### src/rtl/snake_pkg.sv
// snake_pkg: shared constants, state encoding and ring-mask helper for the snake ring engine
package snake_pkg;
  localparam logic [1:0] IDX_N = 2'd0;
  localparam logic [1:0] IDX_E = 2'd1;
  localparam logic [1:0] IDX_S = 2'd2;
  localparam logic [1:0] IDX_W = 2'd3;
  localparam int LEN_MIN = 1;
  localparam int LEN_MAX = 3;
  typedef enum logic {ST_RUN, ST_PAUSED} state_t;
  // Body segments trail the head, opposite to the direction of travel.
  function automatic logic [3:0] ring_mask(input logic [1:0] head, input logic [1:0] len, input logic cw);
    logic [1:0] t1;
    logic [1:0] t2;
    t1 = cw ? head - 2'd1 : head + 2'd1;
    t2 = cw ? head - 2'd2 : head + 2'd2;
    return (4'b0001 << head) | (len >= 2'd2 ? 4'b0001 << t1 : 4'b0000) | (len == 2'(LEN_MAX) ? 4'b0001 << t2 : 4'b0000);
  endfunction
endpackage

### src/rtl/tick_divider.sv
// tick_divider: free-running prescaler, one-cycle tick every DIV_MAX+1 clocks
module tick_divider #(
  parameter int DIV_MAX = 1000000,
  parameter int DIV_W   = 24
) (
  input  logic clk,
  input  logic rst,
  output logic tick
);
  logic [DIV_W-1:0] div;
  assign tick = div == DIV_W'(DIV_MAX);
  always_ff @(posedge clk) begin
    if (rst) div <= '0;
    else div <= tick ? '0 : div + 1'b1;
  end
endmodule

### src/rtl/snake_ring_engine.sv
// snake_ring_engine: moves a 1-3 segment snake around the N/E/S/W LED ring with pause/direction/length control
module snake_ring_engine
  import snake_pkg::*;
#(
  parameter int DIV_MAX = 1000000,
  parameter int DIV_W   = 24
) (
  input  logic       clk,
  input  logic       rst,
  input  logic       pause,
  input  logic       dir_cw,
  input  logic [1:0] len_sel,
  output logic [3:0] ring,
  output logic       centre,
  output logic       step,
  output logic [1:0] head_pos
);
  logic tick;
  state_t state;
  logic [1:0] len_n;
  logic [1:0] head_n;
  tick_divider #(.DIV_MAX(DIV_MAX), .DIV_W(DIV_W)) u_div (.clk(clk), .rst(rst), .tick(tick));
  assign len_n  = len_sel == 2'd0 ? 2'(LEN_MIN) : len_sel;
  assign head_n = dir_cw ? head_pos + 2'd1 : head_pos - 2'd1;
  // Direction and length only live on in the ring image, so they are folded in at the move.
  always_ff @(posedge clk) begin
    if (rst) begin
      state    <= ST_RUN;
      head_pos <= IDX_N;
      ring     <= 4'b0001;
      centre   <= 1'b1;
      step     <= 1'b0;
    end else begin
      step <= 1'b0;
      if (state == ST_RUN) begin
        if (pause) state <= ST_PAUSED;
        else if (tick) begin
          head_pos <= head_n;
          ring     <= ring_mask(head_n, len_n, dir_cw);
          step     <= 1'b1;
        end
      end else begin
        if (!pause) begin
          state  <= ST_RUN;
          centre <= 1'b1;
        end else if (tick) centre <= ~centre;
      end
    end
  end
endmodule

### config.mk
export PLATFORM = sky130hd
export DESIGN_NAME = snake_ring_engine
export DESIGN_NICKNAME = d
export VERILOG_FILES = /design/src/rtl/snake_pkg.sv /design/src/rtl/tick_divider.sv /design/src/rtl/snake_ring_engine.sv
export SDC_FILE = /design/constraint.sdc
export NUM_CORES = 1
export LEC_CHECK = 0
export CELL_PAD_IN_SITES_DETAIL_PLACEMENT = 1
export CELL_PAD_IN_SITES_GLOBAL_PLACEMENT = 1
export CORE_ASPECT_RATIO = 0.9
export CORE_MARGIN = 8
export CORE_UTILIZATION = 49
export CTS_BUF_LIST = sky130_fd_sc_hd__clkbuf_4
export CTS_CLUSTER_DIAMETER = 60
export DETAILED_ROUTE_END_ITERATION = 8
export DONT_BUFFER_PORTS = 1
export MAX_ROUTING_LAYER = met4
export PLACE_DENSITY_LB_ADDON = 0.1
export SLEW_MARGIN = 20
export SYNTH_ARGS = -nofsm -noshare
export SYNTH_HDL_FRONTEND = slang
export SYNTH_HIERARCHICAL = 1
export SYNTH_SLANG_ARGS = --single-unit
export TNS_END_PERCENT = 100
### constraint.sdc
create_clock -name clk -period 2.4 [get_ports clk]
set_input_delay 0.48 -clock clk [delete_from_list [all_inputs] [get_ports clk]]
set_output_delay 0.48 -clock clk [all_outputs]
set_load 0.02 [all_outputs]
==> reports/summary.txt, run 1 <==
CP endpoint kind - flop
post-DR wirelength/cell - 15.79 microns
Reg2Reg Launch Point - u_div/div[0]$_SDFF_PP0_
hold buffer count at cts - 0
Combinational Power Share - 4.1%
number of post-CTS setup repair buffers - 0
most frequent cells in the layout - dfxtp_1 (33), nor2_1 (25), xnor2_1 (16)
Mapped Nets - 193
Die X-Extent - 76.17 microns
Worst setup SP type - flop
share of layout cells above drive strength 1 - 8.152%
clk_lat worst skew - 0.34 ns
Netlist cell types - 31
initial antenna violation count - 0
Worst Path Max Fanout - 7
cell row count - 19
gpl congestion - 0.8378
Slew headroom - 70.55%
diode count - 0
largest net degree at the start of global routing - 22
first-pass GRT wire length - 6.306 mm
Sw Ratio - 24.26%
clk slew on worst S/H paths - 0.11 ns
sequential share of power - 61.5%
min Tclk post-route - 2.156 ns
core area - 0.003090 sq mm
Worst R2R End - u_div/div[22]$_SDFF_PP0_
most common cell after layout, fill and taps aside - dfxtp_1
Buffers on Ports - 0
clk sinks - 33
register area share after synthesis - 41.38%
asr flop ratio synth - 0%
Max Cap Viol - 0
P_int - 0.0006902 W
worst-case reg-to-reg path depth - 5
R2R Setup Slk - 0.24 ns
gr usage total - 14.91%
clock tree buffer depth - 2
Area Overhead vs Synth - 5.172%
CTS root buffer - clkbuf_4
fin crit share - 89.82%
I/O Pins - 14
# nets final - 195
iteration-0 DRC count of the detailed router - 54
DR DRC count - 0
final wirelength - 3.568 mm
Net Switching - 0.0002211 W
grt ovf - 0
H-Tree Depth - 2
post-cts sizing count - 0
Hold Path Stages - 1
Final setup viols - 0
number of synthesized flops with an enable pin - 0
RSZ-0062 raised after global routing - no
hold slack - 0.1903 ns
Num CTS Buffers - 5
post-route antenna net violation count - 0
worst path required time - 2.67 ns
Leak Pwr - 0.5556 nW
fmax - 463.9 MHz
Max Slew Vio Count - 0
Total Power - 0.0009112 W
hold endpoint - ring[1]$_SDFFE_PP0P_
Worst VDD drop - 0.3005 mV
Pre-Repair DR Iteration Count - 4
chip height - 70.15 microns
Seq cells post-synth - 33
HP Class - input pin to flop
final hold vios - 0
die area - 0.005343 sq mm
outcome - finished clean
Avg Synthesized Cell Area - 8.821 sq um
Yosys warnings - 6
Starting Density - 51.66%
Hold Crit Start - rst
Syn Inst Count - 181
Filler cells - 382
Fin Setup TNS - 0 ns
CP Data Arrival Time - 2.42 ns
Clk pwr share - 34.3%
Setup Skew - 0.01511 ns
total vias in the final route - 1306
dominant synthesized flop cell - dfxtp_1
vias in the first global route - 1369
CTS tree - done
synthesized area - 0.001597 sq mm
vias per cell - 5.779
worst slew pin tran - 0.4411 ns
crit path kind - flop to flop
Final HPWL DP - 2.648 mm
PD cells - 542.7 mW/mm^2
area by class of cell:
| type | count | area, sq um | area share (%) |
|---|---|---|---|
| Sequential cell | 33 | 660.6 | 39.34 |
| Clock inverter | 2 | 10.01 | 0.5961 |
| Timing Repair Buffer | 2 | 15.01 | 0.8942 |
| Tap cell | 42 | 52.55 | 3.130 |
| Inverter | 10 | 37.54 | 2.235 |
| Clock buffer | 6 | 45.04 | 2.683 |
| Multi-Input combinational cell | 131 | 858.3 | 51.12 |
power by group through the flow:
stage	Combinational (W)	Clock, W	Sequential (W)
3_5_place_dp	0.0000382	0	0.000573
3_3_place_gp	0.0000366	0	0.000572
4_1_cts	0.0000381	0.000329	0.000561
2_1_floorplan	0.0000354	0	0.000569
5_1_grt	0.0000429	0.000358	0.000562
6_report	0.0000376	0.000313	0.000561
synthesized netlist by cell type, types with 2 or more instances:
| cell | n | area share, % |
|---|---|---|
| nor2_1 | 25 | 5.9 |
| a31oi_1 | 5 | 2.0 |
| nand2_1 | 6 | 1.4 |
| buf_6 | 2 | 1.4 |
| and4_1 | 2 | 1.1 |
| nand4_1 | 6 | 2.4 |
| inv_1 | 10 | 2.4 |
| or3_1 | 6 | 2.4 |
| or4_1 | 3 | 1.4 |
| xor2_1 | 3 | 1.6 |
| a21oi_1 | 8 | 2.5 |
| o21ai_0 | 6 | 1.9 |
| nor3_1 | 6 | 1.9 |
| a311oi_1 | 2 | 1.1 |
| nor4_1 | 8 | 3.1 |
| ha_1 | 6 | 4.7 |
| nand3_1 | 10 | 3.1 |
| dfxtp_1 | 33 | 41 |
| nor2b_1 | 3 | 1.2 |
| xnor2_1 | 16 | 8.8 |
| buf_2 | 5 | 1.6 |
metal layers:
metal	up-vias	GRT usage, %	part of all wire, %
li1	646	-	-
met1	637	16.49	46
met2	17	23.19	48
met3	6	5.371	4.3
met4	0	7.676	1.7
met5	-	-	0
metrics by stage:
step / cell area, sq um / setup slack [ns] / instances / utilization (%)
final: 1679 / 0.2442 / 226 / 54.33
after global placement: 1624 / 0.3185 / 218 / 52.55
after global routing: 1679 / 0.06688 / 226 / 54.33
after CTS: 1679 / 0.2466 / 226 / 54.33
after detailed placement: 1624 / 0.2726 / 218 / 52.55
after floorplan: 1597 / 0.4687 / 181 / -
flip-flops by register name, indices dropped and copies added, names as in the netlist:
| register | cells |
|---|---|
| head_pos | 2 |
| state | 1 |
| step | 1 |
| centre | 1 |
| u_div/div | 24 |
| ring | 4 |
logic make-up after synthesis:
kind of cell	count (synthesis)	share of synthesized area, %
simple gates	80	27.67
flops	33	41.38
xor+xnor	19	10.42
mux	1	0.6270
buf+inv	17	5.329
compound gates	25	9.875
fa+ha+maj	6	4.702
worst max-delay path by stage:
stage / from / endpoint / slack [ns]
global route: u_div/div[2]$_SDFF_PP0_ / ring[0]$_SDFFE_PP1P_ / 0.07
finish: u_div/div[0]$_SDFF_PP0_ / u_div/div[22]$_SDFF_PP0_ / 0.24
global placement: u_div/div[11]$_SDFF_PP0_ / ring[0]$_SDFFE_PP1P_ / 0.32
CTS: u_div/div[11]$_SDFF_PP0_ / ring[0]$_SDFFE_PP1P_ / 0.25
floorplan: u_div/div[0]$_SDFF_PP0_ / u_div/div[22]$_SDFF_PP0_ / 0.47
detailed placement: u_div/div[11]$_SDFF_PP0_ / ring[2]$_SDFFE_PP0P_ / 0.27
critical path, stage by stage, from the launching register on:
cell,delay (ns)
dfxtp_1,0.44
ha_1,0.28
nand4_4,0.14
or4_1,0.68
or3_1,0.39
a21oi_1,0.14
(Power assumes the default switching activity.)
==> run 2, diff against run 1 <==
GPL_TIMING_DRIVEN = 0   (was default)
==> reports/summary.txt, run 2 (same netlist as run 1, synthesis figures left out) <==
outcome - finished clean (unchanged)
area of the multi-input gates - 857.1 sq um (was 858.3 sq um)
final wirelength - 3.998 mm (was 3.568 mm)
gpl congestion - 0.8329 (was 0.8378)
Pre-Repair DR Iteration Count - 4 (unchanged)
HP Class - input pin to flop (unchanged)
clk sinks - 33 (unchanged)
Reg with most FFs - u_div/div (unchanged)
biggest regs - u_div/div: 24 flops, ring: 4 flops, head_pos: 2 flops (unchanged)
Hold Crit Start - rst (unchanged)
clock tree buffer depth - 2 (unchanged)
hold endpoint - u_div/div[22]$_SDFF_PP0_ (was ring[1]$_SDFFE_PP0P_)
fin crit share - 93.87% (was 89.82%)
Layout Cells excl Fill - 230 (was 226)
diode count - 0 (unchanged)
Worst VDD drop - 0.3989 mV (was 0.3005 mV)
Max Slew Vio Count - 0 (unchanged)
chip height - 70.15 microns (unchanged)
Slew headroom - 67.07% (was 70.55%)
fmax - 443.9 MHz (was 463.9 MHz)
initial antenna violation count - 0 (unchanged)
DP Worst Slack - 0.1689 ns (was 0.2726 ns)
Die X-Extent - 76.17 microns (unchanged)
die area - 0.005343 sq mm (unchanged)
Worst Path Max Fanout - 10 (was 7)
most common cell after layout, fill and taps aside - dfxtp_1 (unchanged)
slack of the critical path - 0.1472 ns (was 0.2442 ns)
worst slew pin tran - 0.4876 ns (was 0.4411 ns)
core area - 0.003090 sq mm (unchanged)
Worst setup SP type - flop (unchanged)
CP Data Arrival Time - 2.49 ns (was 2.42 ns)
total vias in the final route - 1326 (was 1306)
iteration-0 DRC count of the detailed router - 50 (was 54)
most frequent cells in the layout - dfxtp_1 (33), nor2_1 (25), xnor2_1 (16) (unchanged)
cell row count - 19 (unchanged)
PD cells - 527.9 mW/mm^2 (was 542.7 mW/mm^2)
vias in the first global route - 1417 (was 1369)
gr usage total - 15.50% (was 14.91%)
share of layout cells above drive strength 1 - 9.574% (was 8.152%)
worst-case reg-to-reg path depth - 6 (was 5)
Max Cap Viol - 0 (unchanged)
Hold Path Stages - 1 (unchanged)
grt ovf - 0 (unchanged)
clk_lat worst skew - 0.33 ns (was 0.34 ns)
post-route antenna net violation count - 0 (unchanged)
Worst R2R End - ring[3]$_SDFFE_PP0P_ (was u_div/div[22]$_SDFF_PP0_)
CTS root buffer - clkbuf_4 (unchanged)
clk slew on worst S/H paths - 0.09 ns (was 0.11 ns)
CP endpoint kind - flop (unchanged)
Post-Place Cells - 223 (was 218)
Num CTS Buffers - 5 (unchanged)
min Tclk post-route - 2.253 ns (was 2.156 ns)
Starting Density - 51.66% (unchanged)
R2R Setup Slk - 0.15 ns (was 0.24 ns)
number of flip-flops in the largest register - 24 (unchanged)
largest net degree at the start of global routing - 11 (was 22)
crit path kind - flop to flop (unchanged)
final hold vios - 0 (unchanged)
Buffers on Ports - 0 (unchanged)
Reg area - 660.6 sq um (unchanged)
number of post-CTS setup repair buffers - 0 (unchanged)
Area Overhead vs Synth - 6.740% (was 5.172%)
Setup Skew - 0.004757 ns (was 0.01511 ns)
first-pass GRT wire length - 6.589 mm (was 6.306 mm)
worst path required time - 2.64 ns (was 2.67 ns)
Final HPWL DP - 2.916 mm (was 2.648 mm)
CTS tree - done (unchanged)
# nets final - 200 (was 195)
vias per cell - 5.765 (was 5.779)
Leak Pwr - 0.5661 nW (was 0.5556 nW)
H-Tree Depth - 2 (unchanged)
I/O Pins - 14 (unchanged)
Reg2Reg Launch Point - u_div/div[11]$_SDFF_PP0_ (was u_div/div[0]$_SDFF_PP0_)
post-DR wirelength/cell - 17.38 microns (was 15.79 microns)
final core occ - 55.14% (was 54.33%)
Final setup viols - 0 (unchanged)
Filler cells - 377 (was 382)
DR DRC count - 0 (unchanged)
==> run 2: per-layer routing <==
layer,share of wire [%],GRT usage [%],up-vias
met1,43,16.33,646
met4,1.5,5.757,0
met3,3.8,4.604,7
met5,0,-,-
li1,-,-,653
met2,51,26.90,20
==> run 2: layout make-up <==
class,instances,share of cell area [%]
Clock buffer,6,2.643
Buffer,7,2.790
Clock inverter,1,0.2203
Tap cell,42,3.084
Inverter,10,2.203
Multi-Input combinational cell,131,50.29
Sequential cell,33,38.77
==> run 2: what timing repair did <==
item                                    4_1_cts  5_1_grt
endpoints found under the setup margin        0        4
hold buffers                                  0        0
gates resized for setup                       0        1
==> run 2: worst max-delay path, stage by stage (launching register included) <==
cell	delay (ns)
dfxtp_1	0.37
or4_1	0.61
nor4_2	0.42
nor3b_2	0.29
buf_6	0.17
nor2_1	0.05
a311oi_1	0.25
==> run 2: worst max path at each step <==
stage                              from                  endpoint  slack, ns  depth (start not counted)
3_3_place_gp   u_div/div[11]$_SDFF_PP0_      ring[3]$_SDFFE_PP0P_       0.28                          6
2_1_floorplan   u_div/div[0]$_SDFF_PP0_  u_div/div[22]$_SDFF_PP0_       0.47                          6
4_1_cts        u_div/div[11]$_SDFF_PP0_      ring[3]$_SDFFE_PP0P_       0.12                          6
5_1_grt         u_div/div[2]$_SDFF_PP0_      ring[2]$_SDFFE_PP0P_     -0.006                          8
3_5_place_dp   u_div/div[11]$_SDFF_PP0_      ring[3]$_SDFFE_PP0P_       0.17                          6
6_report       u_div/div[11]$_SDFF_PP0_      ring[3]$_SDFFE_PP0P_       0.15                          6
==> run 2: per-stage QoR <==
step / cell area (sq um) / total power [W] / hold slack (ns) / TNS (ns)
2_1_floorplan: 1597 / 0.0006045 / 0.4510 / 0
3_3_place_gp: 1649 / 0.0006122 / 0.4731 / 0
3_5_place_dp: 1649 / 0.0006168 / 0.4908 / 0
4_1_cts: 1698 / 0.0009073 / 0.1905 / 0
5_1_grt: 1704 / 0.0009426 / 0.1781 / -0.005859
6_report: 1704 / 0.0008996 / 0.2006 / 0
==> run 2: where the power goes <==
part           total [W]  switching [W]  internal [W]
clock network   0.000294       0.000176      0.000118
logic          0.0000482      0.0000305     0.0000176
registers       0.000558     0.00000535      0.000552
==> run 3, diff against run 2 <==
CTS_BUF_LIST = sky130_fd_sc_hd__clkbuf_4 sky130_fd_sc_hd__clkbuf_8   (was sky130_fd_sc_hd__clkbuf_4)
==> reports/summary.txt, run 3 (same netlist as run 1, synthesis figures left out) <==
outcome - finished clean (unchanged)
Worst VDD drop - 0.3448 mV (was 0.3989 mV)
Design Area, Final - 0.001714 sq mm (was 0.001704 sq mm)
clk_lat worst skew - 0.33 ns (about the same)
most frequent cells in the layout - dfxtp_1 (33), nor2_1 (25), xnor2_1 (16) (unchanged)
slowest CP cell - or4_1 (unchanged)
grt ovf - 0 (unchanged)
HP Class - input pin to flop (unchanged)
top cell family by delay on the critical path - simple AND/OR/NAND/NOR gates (unchanged)
Leak Pwr - 0.5718 nW (was 0.5661 nW)
initial antenna violation count - 0 (unchanged)
most common cell after layout, fill and taps aside - dfxtp_1 (unchanged)
worst slew pin tran - 0.5160 ns (was 0.4876 ns)
number of post-CTS setup repair buffers - 0 (unchanged)
fmax - 448.3 MHz (was 443.9 MHz)
I/O Pins - 14 (unchanged)
clk slew on worst S/H paths - 0.09 ns (about the same)
share of layout cells above drive strength 1 - 10.11% (was 9.574%)
diode count - 0 (unchanged)
Reg with most FFs - u_div/div (unchanged)
fin crit share - 92.95% (was 93.87%)
Worst Path Max Fanout - 10 (unchanged)
final wirelength - 3.948 mm (was 3.998 mm)
Final setup viols - 0 (unchanged)
PD cells - 543.6 mW/mm^2 (was 527.9 mW/mm^2)
hold buffer count at cts - 0 (unchanged)
post-route antenna net violation count - 0 (unchanged)
gpl congestion - 0.8329 (unchanged)
vias per cell - 5.757 (was 5.765)
DR DRC count - 0 (unchanged)
first-pass GRT wire length - 6.575 mm (was 6.589 mm)
number of flip-flops in the largest register - 24 (unchanged)
post-cts sizing count - 0 (unchanged)
die area - 0.005343 sq mm (unchanged)
DP Worst Slack - 0.1689 ns (unchanged)
total vias in the final route - 1324 (was 1326)
CP endpoint kind - flop (unchanged)
Worst setup SP type - flop (unchanged)
slack of the critical path - 0.1692 ns (was 0.1472 ns)
Reg area - 660.6 sq um (unchanged)
Area Overhead vs Synth - 7.367% (was 6.740%)
Total Power - 0.0009319 W (was 0.0008996 W)
Final HPWL DP - 2.916 mm (unchanged)
hold slack - 0.2031 ns (was 0.2006 ns)
crit path kind - flop to flop (unchanged)
Pre-Repair DR Iteration Count - 4 (unchanged)
area of the multi-input gates - 857.1 sq um (unchanged)
Die X-Extent - 76.17 microns (unchanged)
min Tclk post-route - 2.231 ns (was 2.253 ns)
clk sinks - 33 (unchanged)
Max stage delay on crit path - 0.61 ns (about the same)
post-DR wirelength/cell - 17.17 microns (was 17.38 microns)
final hold vios - 0 (unchanged)
biggest regs - u_div/div: 24 flops, ring: 4 flops, head_pos: 2 flops (unchanged)
H-Tree Depth - 2 (unchanged)
# nets final - 200 (unchanged)
Setup Skew - 0.002330 ns (was 0.004757 ns)
vias in the first global route - 1424 (was 1417)
Fin Setup TNS - 0 ns (unchanged)
worst path buffer plus inverter count - 1 (unchanged)
gr usage total - 15.50% (unchanged)
iteration-0 DRC count of the detailed router - 45 (was 50)
largest net degree at the start of global routing - 11 (unchanged)
CTS root buffer - clkbuf_4 (unchanged)
Starting Density - 51.66% (unchanged)
placed inst area - 0.001649 sq mm (unchanged)
Max Cap Viol - 0 (unchanged)
CP Data Arrival Time - 2.47 ns (was 2.49 ns)
core area - 0.003090 sq mm (unchanged)
Num CTS Buffers - 5 (unchanged)
worst path required time - 2.64 ns (about the same)
clock tree buffer depth - 2 (unchanged)
Filler cells - 374 (was 377)
Slew headroom - 65.15% (was 67.07%)
Buffers on Ports - 0 (unchanged)
cells along the critical path - or4_1, nor4_2, nor3b_2, buf_6, nor2_1, a311oi_1 (unchanged)
cell row count - 19 (unchanged)
chip height - 70.15 microns (unchanged)
CTS tree - done (unchanged)
Max Slew Vio Count - 0 (unchanged)
-- run 3: cell count changes in the layout (fill, tap and decap cells not counted), sizes merged --
cell | before | now
clkbuf | 6 | 7
clkinv | 1 | 0
-- run 3: area by class of cell --
type,count,area share (%)
multi-input combinational,131,50.00
clock buffer,7,3.431
tap,42,3.066
sequential,33,38.54
buffer,7,2.774
inverter,10,2.190
-- run 3: report_power, final --
part           leakage (nW)  internal [W]  switching [W]
registers             0.267      0.000552     0.00000535
clock network        0.0348      0.000150       0.000177
logic                 0.270     0.0000176      0.0000302
-- run 3: per-stage QoR --
step	cells	utilization, %
5_1_grt	230	55.47
4_1_cts	230	55.26
3_5_place_dp	223	53.36
2_1_floorplan	181	-
6_report	230	55.47
3_3_place_gp	223	53.36
-- run 3: layer usage --
layer  share of wire, %  GRT usage (%)
met4                1.4          5.757
met5                  0              -
met2                 51          27.38
met3                3.6          4.604
met1                 43          15.96
-- run 3: worst paths after layout --
kind	start	end	slack, ns	cells after the start
min	rst	u_div/div[22]$_SDFF_PP0_	0.20	1
min reg2reg	u_div/div[19]$_SDFF_PP0_	u_div/div[19]$_SDFF_PP0_	0.50	2
max reg2reg	u_div/div[11]$_SDFF_PP0_	ring[3]$_SDFFE_PP0P_	0.17	6
max	u_div/div[11]$_SDFF_PP0_	ring[3]$_SDFFE_PP0P_	0.17	6
